### src/rtl/vga_plot_arbiter.sv
// Round-robin pixel-write arbiter for the VGA adapter plot port, with a
// built-in full-frame raster fill engine that takes priority over all clients.
module vga_plot_arbiter #(
  parameter int unsigned NUM_CLIENTS  = 4,
  parameter int unsigned X_WIDTH      = 8,
  parameter int unsigned Y_WIDTH      = 7,
  parameter int unsigned COLOUR_WIDTH = 18,
  parameter int unsigned X_MAX        = 159,
  parameter int unsigned Y_MAX        = 119
) (
  input  logic                                 clock,
  input  logic                                 reset,
  input  logic [NUM_CLIENTS-1:0]               req_valid,
  output logic [NUM_CLIENTS-1:0]               req_ready,
  input  logic [NUM_CLIENTS*X_WIDTH-1:0]       req_x,
  input  logic [NUM_CLIENTS*Y_WIDTH-1:0]       req_y,
  input  logic [NUM_CLIENTS*COLOUR_WIDTH-1:0]  req_colour,
  input  logic                                 fill_start,
  input  logic [COLOUR_WIDTH-1:0]              fill_colour,
  output logic                                 fill_busy,
  output logic                                 fill_done,
  output logic [X_WIDTH-1:0]                   vga_x,
  output logic [Y_WIDTH-1:0]                   vga_y,
  output logic [COLOUR_WIDTH-1:0]              vga_colour,
  output logic                                 vga_write
);

  localparam int unsigned IDX_W = (NUM_CLIENTS > 1) ? $clog2(NUM_CLIENTS) : 1;

  typedef enum logic {IDLE, FILL} state_t;

  state_t                   state;
  logic [IDX_W-1:0]         last;
  logic [IDX_W-1:0]         grant_idx;
  logic                     grant_found;
  logic [X_WIDTH-1:0]       fx;
  logic [Y_WIDTH-1:0]       fy;
  logic [COLOUR_WIDTH-1:0]  fill_col;
  logic [X_WIDTH-1:0]       sel_x;
  logic [Y_WIDTH-1:0]       sel_y;
  logic [COLOUR_WIDTH-1:0]  sel_colour;

  // First valid client searching upward from the one after the last winner.
  always_comb begin
    int unsigned idx;
    idx         = 0;
    grant_found = 1'b0;
    grant_idx   = '0;
    for (int unsigned k = 1; k <= NUM_CLIENTS; k++) begin
      idx = (32'(last) + k) % NUM_CLIENTS;
      if (!grant_found && req_valid[IDX_W'(idx)]) begin
        grant_found = 1'b1;
        grant_idx   = IDX_W'(idx);
      end
    end
  end

  // Unpack the granted client's pixel.
  always_comb begin
    sel_x      = '0;
    sel_y      = '0;
    sel_colour = '0;
    for (int unsigned i = 0; i < NUM_CLIENTS; i++) begin
      if (grant_idx == IDX_W'(i)) begin
        sel_x      = req_x[i*X_WIDTH +: X_WIDTH];
        sel_y      = req_y[i*Y_WIDTH +: Y_WIDTH];
        sel_colour = req_colour[i*COLOUR_WIDTH +: COLOUR_WIDTH];
      end
    end
  end

  // A fill request steals the cycle, so no client is acknowledged alongside it.
  always_comb begin
    req_ready = '0;
    if (!reset && state == IDLE && grant_found && !fill_start)
      req_ready[grant_idx] = 1'b1;
  end

  always_ff @(posedge clock or posedge reset) begin
    if (reset) begin
      state      <= IDLE;
      last       <= IDX_W'(NUM_CLIENTS - 1);
      fx         <= '0;
      fy         <= '0;
      fill_col   <= '0;
      fill_busy  <= 1'b0;
      fill_done  <= 1'b0;
      vga_x      <= '0;
      vga_y      <= '0;
      vga_colour <= '0;
      vga_write  <= 1'b0;
    end else begin
      vga_write <= 1'b0;
      fill_done <= 1'b0;
      case (state)
        IDLE: begin
          if (fill_start) begin
            fill_col  <= fill_colour;
            fx        <= '0;
            fy        <= '0;
            fill_busy <= 1'b1;
            state     <= FILL;
          end else if (grant_found) begin
            vga_x      <= sel_x;
            vga_y      <= sel_y;
            vga_colour <= sel_colour;
            vga_write  <= 1'b1;
            last       <= grant_idx;
          end
        end
        FILL: begin
          vga_x      <= fx;
          vga_y      <= fy;
          vga_colour <= fill_col;
          vga_write  <= 1'b1;
          // Raster scan; leaving on the last pixel lets fill_done line up with it.
          if (fx == X_WIDTH'(X_MAX)) begin
            fx <= '0;
            if (fy == Y_WIDTH'(Y_MAX)) begin
              fy        <= '0;
              fill_busy <= 1'b0;
              fill_done <= 1'b1;
              state     <= IDLE;
            end else begin
              fy <= fy + Y_WIDTH'(1);
            end
          end else begin
            fx <= fx + X_WIDTH'(1);
          end
        end
        default: state <= IDLE;
      endcase
    end
  end

endmodule
### config.mk
export PLATFORM = sky130hd
export DESIGN_NAME = vga_plot_arbiter
export DESIGN_NICKNAME = d
export VERILOG_FILES = /design/src/rtl/vga_plot_arbiter.sv
export SDC_FILE = /design/constraint.sdc
export NUM_CORES = 1
export LEC_CHECK = 0
export ABC_CLOCK_PERIOD_IN_PS = 3500
export BUFFER_PORTS_ARGS = -buffer_cell sky130_fd_sc_hd__buf_2
export CORE_MARGIN = 2
export CORE_UTILIZATION = 35
export DETAILED_ROUTE_END_ITERATION = 8
export HOLD_SLACK_MARGIN = 0.03
export SLEW_MARGIN = 20
export SYNTH_ARGS = -nofsm -noshare
export SYNTH_HDL_FRONTEND = slang
export SYNTH_SLANG_ARGS = --single-unit
### constraint.sdc
create_clock -name clock -period 3.5 [get_ports clock]
set_input_delay 0.7 -clock clock [delete_from_list [all_inputs] [get_ports clock]]
set_output_delay 0.7 -clock clock [all_outputs]
set_load 0.005 [all_outputs]
==> metrics.md, run 1 <==
| Metric | Value |
|---|---|
| Unrepaired setup endpoints after global routing | no |
| Leak | 2.51 nW |
| EDFF count, synth | 0 |
| Drt first-iter violations | ~160 |
| Setup_tns | 0 ns |
| DRT antenna net count | 0 |
| Design Power | ~2.2 mW |
| Area after DPL | 5280 µm² |
| Die Area | approximately 13000 µm² |
| Post-CTS sizing | 0 |
| Async SR Flop Fraction | 1.00 |
| H-tree levels | 3 |
| Largest delay share family, worst path | simple AND/OR/NAND/NOR gates |
| Slew Limit Fails | 0 |
| # IOs | a little under 200 |
| Post-Route WL | 14.3 mm |
| Top cells by count, synth | 70 x dfrtp_1, 33 x o221ai_1, 32 x a211oi_1 |
| Post-synth cell types | 54 |
| Clock transition at the registers of the reported paths | roughly 0.05 ns |
| Max-cap violations | 0 |
| Achievable Freq | around 350 MHz |
| CTS tree | yes |
| Via count | roughly 4300 |
| Cell area after synthesis | 4120 µm² |
| Final period utilization | 0.824 |
| Setup Fix Bufs, Post-CTS | 0 |
| Initial Utilization | 0.360 |
| CP Cell Sequence | and2b_1 > o21ai_2 > nand3_2 > nor4_1 > buf_2 |
| CTS buffer count | 9 |
| First-pass GRT wire length | around 23 mm |
| Finish-stage setup viols | 0 |
| CTS Hold Bufs | 0 |
| Worst setup EP type | output pin |
| Worst-margin pin slew | around 0.93 ns |
| DRC viols | 0 |
| CP max stage delay | between 0.5 and 0.6 ns |
| Yosys reg bits | between 70 and 80 |
| CP Class | flip-flop to output pin |
| Hold endpoint | vga_x[7] |
| Slowest cell on crit path | dfstp_2 |
| Antenna violations before repair | 1 |
| Syn-to-layout area delta | 35.6% |
| Post-synthesis sequential area ratio | 0.438 |
| Vias in the first global route | between 4000 and 5000 |
| GR Overflow Total | 0 |
| Crit path max fanout | 18 |
| Port Buf Inserts | 196 |
| Worst Path Arrival | 2.18 ns |
| Peak supply drop | around 0.19 mV |
| P per Cell Area | ~400 nW/µm² |
| Core area | 11500 µm² |
| Required @ worst endpoint | between 2 and 3 ns |
| CTS sink cnt | 72 |
| Post-Syn Instances | approximately 400 |
| Die extent in y | roughly 110 µm |
| Yosys warns | 0 |
| Startpoint types | flip-flop |
| Detailed-placement wirelength estimate | roughly 10 mm |
| Post-synth top area cell | dfrtp_1 |
| Layout cell share with drive strength beyond 1 | 0.440 |
| Reg2Reg Depth | 6 |
| Reg-to-Reg End | vga_x[0] |
| Fin area | about 5600 µm² |
| FP Rows | 39 |
| Reg2Reg Launch Point | last[0] |
| Nets@finish | between 700 and 800 |
| WHS Path Cells | 2 |
| Top cell type's share of synthesized area | 0.425 |
| Routability cong. | around 0.90 |
| Avg Cell Area, Syn | between 10 and 15 µm² |
| CP bufs+invs | 1 |
| Worst-Skew Late Latency | between 0.3 and 0.4 ns |
| Count leader, synth | dfrtp_1 |
| Final Critical Period | between 2 and 3 ns |
| Hold Crit Class | flip-flop to flip-flop |
| Synth Flop Type | dfrtp_1 |
| Min-delay src | vga_x[7] |
| DR WL/cell | around 19 µm |
| CTS root buffer | clkbuf_16 |
| Outcome | complete, no violations |
| Global Route Usage Sum | 0.229 |
| Final hold violations | 0 |
| Width of the die | approximately 110 µm |
| Pre-antenna DRT Iters | 4 |
| Worst slew margin | 0.375 |
| Fin Clk Skew | 0.00661 ns |
| Flop2flop setup slack | around 1.2 ns |
| Largest net degree at the start of global routing | 52 |
| Via density | 5.84 |
| Ranking of synthesized cells by area | dfrtp_1 42%, o221ai_1 7.0%, and4_1 6.6%, a211oi_1 5.8%, a22oi_1 5.6% |
| Clock buffer depth | 2 |
| Syn Nets | 567 |
-- cells in the final DEF, fill, tap and decap left out, types with 3 or more instances in the layout --
master and instances:
o211ai_1 3, buf_2 196, o31ai_1 4, dfrtp_1 69, mux2_2 19, o21ai_1 27, nor2b_1 5, nand3_1 5
nor2_2 3, clkbuf_16 9, o21ai_2 3, o221ai_1 33, nor3_1 5, inv_1 8, buf_4 13, nand2_1 17
nor2_1 11, nand2b_1 4, o21ai_0 19, a211oi_1 32, and4_1 31, a22oi_1 31, clkinv_2 3
-- cell families after synthesis --
| group | after synthesis | share of synthesized area |
|---|---|---|
| AOI/OAI and AO/OA | 169 | 0.293 |
| and+or+nand+nor | 97 | 0.157 |
| DFF | 72 | 0.438 |
| buffers and inverters | 45 | 0.0455 |
| muxes | 20 | 0.0543 |
| xor gates and xnor gates | 3 | 0.00637 |
| adders and majority gates | 2 | 0.00607 |
-- final cells by class --
cell class	instances	area, µm²
sequential	72	1810
antenna	1	2.50
multi-input combinational	291	2160
fill	1080	5880
inverter	9	33.8
clock buffer	10	229
timing repair buffer	210	1100
clock inverter	6	83.8
tap	143	179
-- worst max-delay path by stage --
| stage | startpoint | to | slack [ns] | cells past startpoint |
|---|---|---|---|---|
| floorplan | reset | fill_busy | 0.98 | 1 |
| global placement | req_valid[1] | req_ready[0] | 0.80 | 6 |
| detailed placement | req_valid[1] | req_ready[0] | 0.73 | 6 |
| CTS | last[0] | req_ready[0] | 0.60 | 5 |
| global route | last[0] | req_ready[0] | 0.43 | 5 |
| finish | last[0] | req_ready[0] | 0.62 | 5 |
-- report_power, final --
part	total [mW]	internal [mW]	leakage [nW]	switching, mW
clock network	0.976	0.622	0.156	0.354
registers	0.892	0.867	0.887	0.0253
logic	0.343	0.155	1.47	0.188
-- worst register-to-register path, stage by stage (launching register included) --
cell and delay, ns:
dfstp_2 0.58, and2b_1 0.23, o21ai_2 0.17, nand3_2 0.36, buf_4 0.37, a211oi_1 0.38, o21ai_1 0.10
-- per-stage QoR --
step	hold WS, ns	utilization	setup slack [ns]	cells
after global routing	0.521	0.487	0.430	741
after CTS	0.497	0.487	0.605	741
final	0.493	0.488	0.617	742
after global placement	0.479	0.460	0.799	725
after detailed placement	0.484	0.460	0.729	725
after floorplan	0.464	-	0.978	408
-- metal layers --
| metal | GRT usage | up-vias | part of all wire |
|---|---|---|---|
| met5 | 0 | - | 0 |
| met4 | 0.0919 | 0 | 0.027 |
| met3 | 0.0356 | 29 | 0.056 |
| met2 | 0.376 | 170 | 0.49 |
| met1 | 0.303 | 2125 | 0.43 |
| li1 | - | 2007 | - |
-- state kept, by name (all words and copies together) (netlist names), 2 cells and up --
register and flops:
fy 7, vga_colour 18, vga_x 8, fx 8
fill_col 18, vga_y 7, last 2
No activity file was read; power rests on OpenSTA's default activity.
==> run 2, diff against run 1 <==
ABC_CLOCK_PERIOD_IN_PS = 3000   (was 3500)
clock period = 3 ns   (was 3.5 ns; I/O delays follow)
==> run 2 against run 1 <==
  * Sequential share of layout area down 0.29 points
  * Critical endpoint unchanged
  * Design area increased by 0.92%
  * Hold slack improved by 0.0036 ns
  * Setup slack got worse by 0.19 ns
  * Combinational power increased by 18%
  * Non-clock buffer count increased by 4
  * Largest power group unchanged
  * Routed wire length increased by 1.1%
  * Critical path depth shrank 1
  * Highest routed layer unchanged
  * Clock skew increased by 0.00092 ns
  * Die area unchanged
==> metrics.md, run 2 (synthesis results as in run 1) <==
| Metric | Value |
|---|---|
| Commonest non-fill, non-tap cell in the layout | buf_2 |
| Design Power | 2.62 mW (+19%) |
| First-pass GRT wire length | 22.6 mm (-1.0%) |
| Fin Clk Skew | 0.00753 ns (+0.000921 ns) |
| Die extent in y | 113 µm (unchanged) |
| Slew Limit Fails | 0 (unchanged) |
| Layout cell share with drive strength beyond 1 | 0.445 (+0.00538) |
| DRC viols | 0 (unchanged) |
| Clock transition at the registers of the reported paths | 0.06 ns (about the same) |
| Slowest cell on crit path | dfrtp_2 |
| # IOs | 197 (unchanged) |
| Nets@finish | 756 (+0.53%) |
| Crit path max fanout | 16 (-2) |
| Die Area | 12700 µm² (unchanged) |
| CTS tree | yes |
| Initial Utilization | 0.360 (unchanged) |
| Max-cap violations | 0 (unchanged) |
| Final period utilization | 0.858 |
| Finish-stage setup viols | 0 (unchanged) |
| Vias in the first global route | 4414 (-2.0%) |
| Port Buf Inserts | 196 (unchanged) |
| Worst-margin pin slew | 0.923 ns (-0.00673 ns) |
| Unrepaired setup endpoints after global routing | no |
| CP Cell Sequence | nor2_1 > nand2_1 > nor4_1 > buf_2 |
| Largest net degree at the start of global routing | 45 (-13%) |
| DR WL/cell | 19.4 µm (+0.41%) |
| Drt first-iter violations | 271 (+67%) |
| Worst setup EP type | output pin |
| Post-Route WL | 14.5 mm (+1.1%) |
| Width of the die | 113 µm (unchanged) |
| Post-CTS sizing | 0 (unchanged) |
| Pre-antenna DRT Iters | 5 (+1) |
| Largest delay share family, worst path | simple AND/OR/NAND/NOR gates |
| Peak supply drop | 0.350 mV (+89%) |
| CTS Hold Bufs | 0 (unchanged) |
| Setup Fix Bufs, Post-CTS | 0 (unchanged) |
| CTS buffer count | 9 (unchanged) |
| CP max stage delay | 0.54 ns (-0.04 ns) |
| Via count | 4434 (+2.4%) |
| Final Critical Period | ~2.6 ns |
| Startpoint types | flip-flop |
| Hold Crit Class | flip-flop to flip-flop |
| Global Route Usage Sum | 0.226 (-0.00297) |
| FP Rows | 39 (unchanged) |
| Achievable Freq | 388 MHz |
| DRT antenna net count | 0 (unchanged) |
| Required @ worst endpoint | 2.40 ns (-0.40 ns) |
| H-tree levels | 3 (unchanged) |
| Final hold violations | 0 (unchanged) |
| Leak | 2.54 nW (+1.1%) |
| Clock buffer depth | 2 (unchanged) |
| Setup_tns | 0 ns (unchanged) |
| CP Class | flip-flop to output pin |
| P per Cell Area | 465 nW/µm² (+18%) |
| Syn-to-layout area delta | 36.9% |
| Core area | 11500 µm² (unchanged) |
| Detailed-placement wirelength estimate | 10.4 mm (+2.5%) |
| Routability cong. | 0.931 (+3.6%) |
| CTS root buffer | clkbuf_16 |
| Worst slew margin | 0.385 (+0.00979) |
| Antenna violations before repair | 2 (+1) |
| CP bufs+invs | 1 (unchanged) |
| # fillers | 1035 (-4.2%) |
| GR Overflow Total | 0 (unchanged) |
| Biggest regs | fill_col (18), vga_colour (18) |
| Via density | 5.94 (+1.7%) |
| CTS sink cnt | 72 (unchanged) |
| Worst-Skew Late Latency | 0.33 ns (about the same) |
| Worst Path Arrival | 1.97 ns (-0.21 ns) |
| Most frequent cells in the layout | 196 x buf_2, 69 x dfrtp_1, 33 x o221ai_1 |
| Outcome | complete, no violations |
run 2: cell types whose count changed in the layout (fill, tap and decap cells not counted):
cell,change
diode_2,+1
buf_4,+4
clkbuf_8,+2
clkinv_2,-1
clkbuf_1,-1
run 2: final timing paths:
| check | start | to | slack, ns | depth (start not counted) |
|---|---|---|---|---|
| max reg2reg | state | vga_y[2] | 0.66 | 5 |
| min | vga_x[7] | vga_x[7] | 0.50 | 2 |
| min reg2reg | vga_x[7] | vga_x[7] | 0.50 | 2 |
| min in group asynchronous | reset | vga_colour[12] | 0.51 | 2 |
| max | state | req_ready[0] | 0.43 | 4 |
| max in group asynchronous | reset | fx[1] | 1.78 | 3 |
run 2: per-stage QoR:
step	hold slack, ns	cells	area, µm²	utilization	setup WS (ns)
after floorplan	0.464	408	4120	-	0.578
after global placement	0.477	729	5310	0.463	0.634
after detailed placement	0.485	729	5310	0.463	0.548
after CTS	0.500	745	5640	0.492	0.416
after global routing	0.510	746	5640	0.492	0.255
final	0.497	747	5640	0.492	0.426
run 2: layer usage:
metal | share of wire | vias up | global-route usage
li1 | - | 2022 | -
met1 | 0.43 | 2178 | 0.294
met2 | 0.48 | 204 | 0.367
met3 | 0.067 | 30 | 0.0432
met4 | 0.026 | 0 | 0.0984
met5 | 0 | - | 0
run 2: cell type report:
class                      count  area [µm²]  share of cell area
antenna                        2        5.00            0.000887
timing repair buffer         214        1130               0.200
multi-input combinational    291        2160               0.383
sequential                    72        1810               0.320
inverter                       9        33.8             0.00599
clock inverter                 5        78.8              0.0140
clock buffer                  11         253              0.0448
tap                          143         179              0.0317
run 2: power by group:
part	internal, mW	total, mW	switching (mW)
clock network	0.772	1.18	0.408
registers	1.01	1.04	0.0292
logic	0.182	0.405	0.222
total	1.97	2.62	0.659
run 2: worst register-to-register path, delay by kind of cell, from the launching register on:
| family | cells | cell delay [ns] |
|---|---|---|
| and+or+nand+nor | 2 | 0.98 |
| DFF | 1 | 0.54 |
| buffers and inverters | 1 | 0.40 |
| AOI/OAI and AO/OA | 2 | 0.35 |
==> run 3, diff against run 2 <==
CORE_MARGIN = unset   (was 2)
PLACE_DENSITY = 0.74   (was unset)
==> run 3 against run 2 <==
  * Combinational power hardly changed
  * Setup slack worse by 0.20 ns
  * Clock power hardly changed
  * Critical endpoint unchanged
  * Maximum frequency is 7.2% lower
  * Largest power group unchanged
  * Final cell count is 0.54% lower
  * First-iteration DRC count is 4.4% higher
  * Sequential share of layout area is 0.057 points higher
  * Count of clock-buffer cells in the layout is 1 higher
  * Sequential power hardly changed
  * Via count is 0.97% lower
  * Design area is 0.18% lower
==> metrics.md, run 3 (synthesis results as in run 1) <==
| Metric | Value |
|---|---|
| Antenna violations before repair | 1 (-1) |
| Peak supply drop | 0.382 mV (+9.1%) |
| # IOs | 197 (unchanged) |
| Via count | 4391 (-0.97%) |
| Final Critical Period | 2.78 ns (+0.201 ns) |
| Sw Ratio | 0.244 (-0.00745) |
| Required @ worst endpoint | 2.40 ns (about the same) |
| Most frequent cells in the layout | 196 x buf_2, 69 x dfrtp_1, 33 x o221ai_1 |
| Layout cell share with drive strength beyond 1 | 0.443 (-0.00185) |
| Via density | 5.91 (-0.44%) |
| CTS buffer count | 9 (unchanged) |
| Worst slew margin | 0.385 (about the same) |
| Share of power burned in registers | 0.396 (about the same) |
| Finish-stage setup viols | 0 (unchanged) |
| Syn-to-layout area delta | 36.6% |
| Achievable Freq | 360 MHz (-7.2%) |
| Post-Route WL | 14.4 mm (-0.88%) |
| CP bufs+invs | 1 (unchanged) |
| Final period utilization | 0.925 (+0.0669) |
| Core area | 11500 µm² (unchanged) |
| CP max stage delay | 0.59 ns (+0.05 ns) |
| Logic pwr share | 0.153 (about the same) |
| Clock buffer depth | 2 (unchanged) |
| CTS root buffer | clkbuf_16 |
| CTS sink cnt | 72 (unchanged) |
| GR Overflow Total | 0 (unchanged) |
| Clock power share | 0.451 (+0.002) |
| Commonest non-fill, non-tap cell in the layout | buf_2 |
| CTS tree | yes |
| Leak | 2.53 nW (-0.47%) |
| Port Buf Inserts | 196 (unchanged) |
| Setup_tns | 0 ns (unchanged) |
| Sw Pwr | 0.641 mW (-2.8%) |
| Slowest cell on crit path | dfstp_2 |
| DRT antenna net count | 0 (unchanged) |
| Crit path max fanout | 18 (+2) |
| P per Cell Area | 467 nW/µm² (+0.34%) |
| Drt first-iter violations | 283 (+4.4%) |
| Largest delay share family, worst path | simple AND/OR/NAND/NOR gates |
| Width of the die | 111 µm (-1.8%) |
| # fillers | 1053 (+1.7%) |
| Worst-Skew Late Latency | 0.32 ns (about the same) |
| CTS Hold Bufs | 0 (unchanged) |
| Biggest regs | fill_col (18), vga_colour (18) |
| Global Route Usage Sum | 0.236 (+0.0109) |
| Worst-case hold slack | 0.282 ns (-0.215 ns) |
| Largest net degree at the start of global routing | 35 (-22%) |
| H-tree levels | 3 (unchanged) |
| Max-cap violations | 0 (unchanged) |
| Slew Limit Fails | 0 (unchanged) |
| DRC viols | 0 (unchanged) |
| Worst-margin pin slew | 0.911 ns (-0.0121 ns) |
| Outcome | complete, no violations |
| FP Rows | 39 (unchanged) |
| Die extent in y | 111 µm (-1.8%) |
| CP Class | flip-flop to output pin |
| Clock transition at the registers of the reported paths | 0.06 ns (about the same) |
| Post-CTS sizing | 0 (unchanged) |
| Worst setup EP type | output pin |
| Startpoint types | flip-flop |
| Initial Utilization | 0.360 (unchanged) |
| Setup Fix Bufs, Post-CTS | 0 (unchanged) |
| Fin Clk Skew | 0.00603 ns (-0.00150 ns) |
| Hold Crit Class | input pin to async pin |
| Vias in the first global route | 4610 (+4.4%) |
| Inserted Diodes | 0 (-2) |
| CP Cell Sequence | and2b_1 > o21ai_2 > nand3_2 > nor4_1 > buf_2 |
| Pre-antenna DRT Iters | 6 (+1) |
| DR WL/cell | 19.3 µm (-0.35%) |
| Worst Path Arrival | 2.18 ns (+0.21 ns) |
| Detailed-placement wirelength estimate | 10.5 mm (+0.61%) |
| Die Area | 12200 µm² (-3.5%) |
| Final hold violations | 0 (unchanged) |
| Internal | 1.99 mW (+1.2%) |
| Nets@finish | 754 (-0.26%) |
| Routability cong. | 0.869 (-6.7%) |
| Unrepaired setup endpoints after global routing | no |
| First-pass GRT wire length | 23.0 mm (+1.6%) |
run 3: cell count changes in the layout (fill, tap and decap cells not counted), sizes merged:
cell and change:
diode -2, clkinv -3, clkbuf +1, clkinvlp +2
buf -2
run 3: stage by stage:
stage                     setup slack (ns)  std cells  utilization  power [mW]  area (µm²)
after floorplan                      0.578        408            -        1.25        4120
after global placement               0.481        727        0.461        1.44        5290
after detailed placement             0.427        727        0.461        1.46        5290
after CTS                            0.210        743        0.491        2.64        5630
after global routing                 0.105        743        0.491        2.73        5630
final                                0.225        743        0.491        2.63        5630
run 3: metal layers:
| layer | vias to the layer above | part of all wire | global-route usage | wire, µm |
|---|---|---|---|---|
| met4 | 2 | 0.031 | 0.103 | 439 |
| met1 | 2125 | 0.42 | 0.297 | 5970 |
| met5 | - | 0.00084 | 0 | 12 |
| met2 | 218 | 0.48 | 0.388 | 6950 |
| met3 | 40 | 0.069 | 0.0549 | 991 |
| li1 | 2006 | - | - | - |
run 3: final timing paths:
path                               start        endpoint  slack (ns)  depth (start not counted)
setup / recovery                 last[0]    req_ready[0]        0.22                          5
hold / removal                     reset  vga_colour[15]        0.28                          2
setup reg to reg                 last[0]   vga_colour[8]        0.73                          6
hold reg to reg            vga_colour[0]   vga_colour[0]        0.50                          2
max in group asynchronous          reset         last[0]        2.03                          3
min in group clock         vga_colour[0]   vga_colour[0]        0.50                          2
run 3: power by group through the flow:
stage               clock [mW]  sequential [mW]  combinational (mW)
finish                    1.18             1.04               0.402
detailed placement           0             1.06               0.399
floorplan                    0             1.05               0.196
CTS                       1.20             1.04               0.400
global placement             0             1.06               0.388
global route              1.25             1.05               0.437
run 3: area by class of cell:
| type | instances | area [µm²] | share of cell area |
|---|---|---|---|
| Multi-Input combinational cell | 291 | 2160 | 0.383 |
| Tap cell | 143 | 179 | 0.0318 |
| Inverter | 9 | 33.8 | 0.00600 |
| Clock inverter | 4 | 75.1 | 0.0133 |
| Timing Repair Buffer | 212 | 1110 | 0.198 |
| Clock buffer | 12 | 267 | 0.0473 |
| Sequential cell | 72 | 1810 | 0.321 |
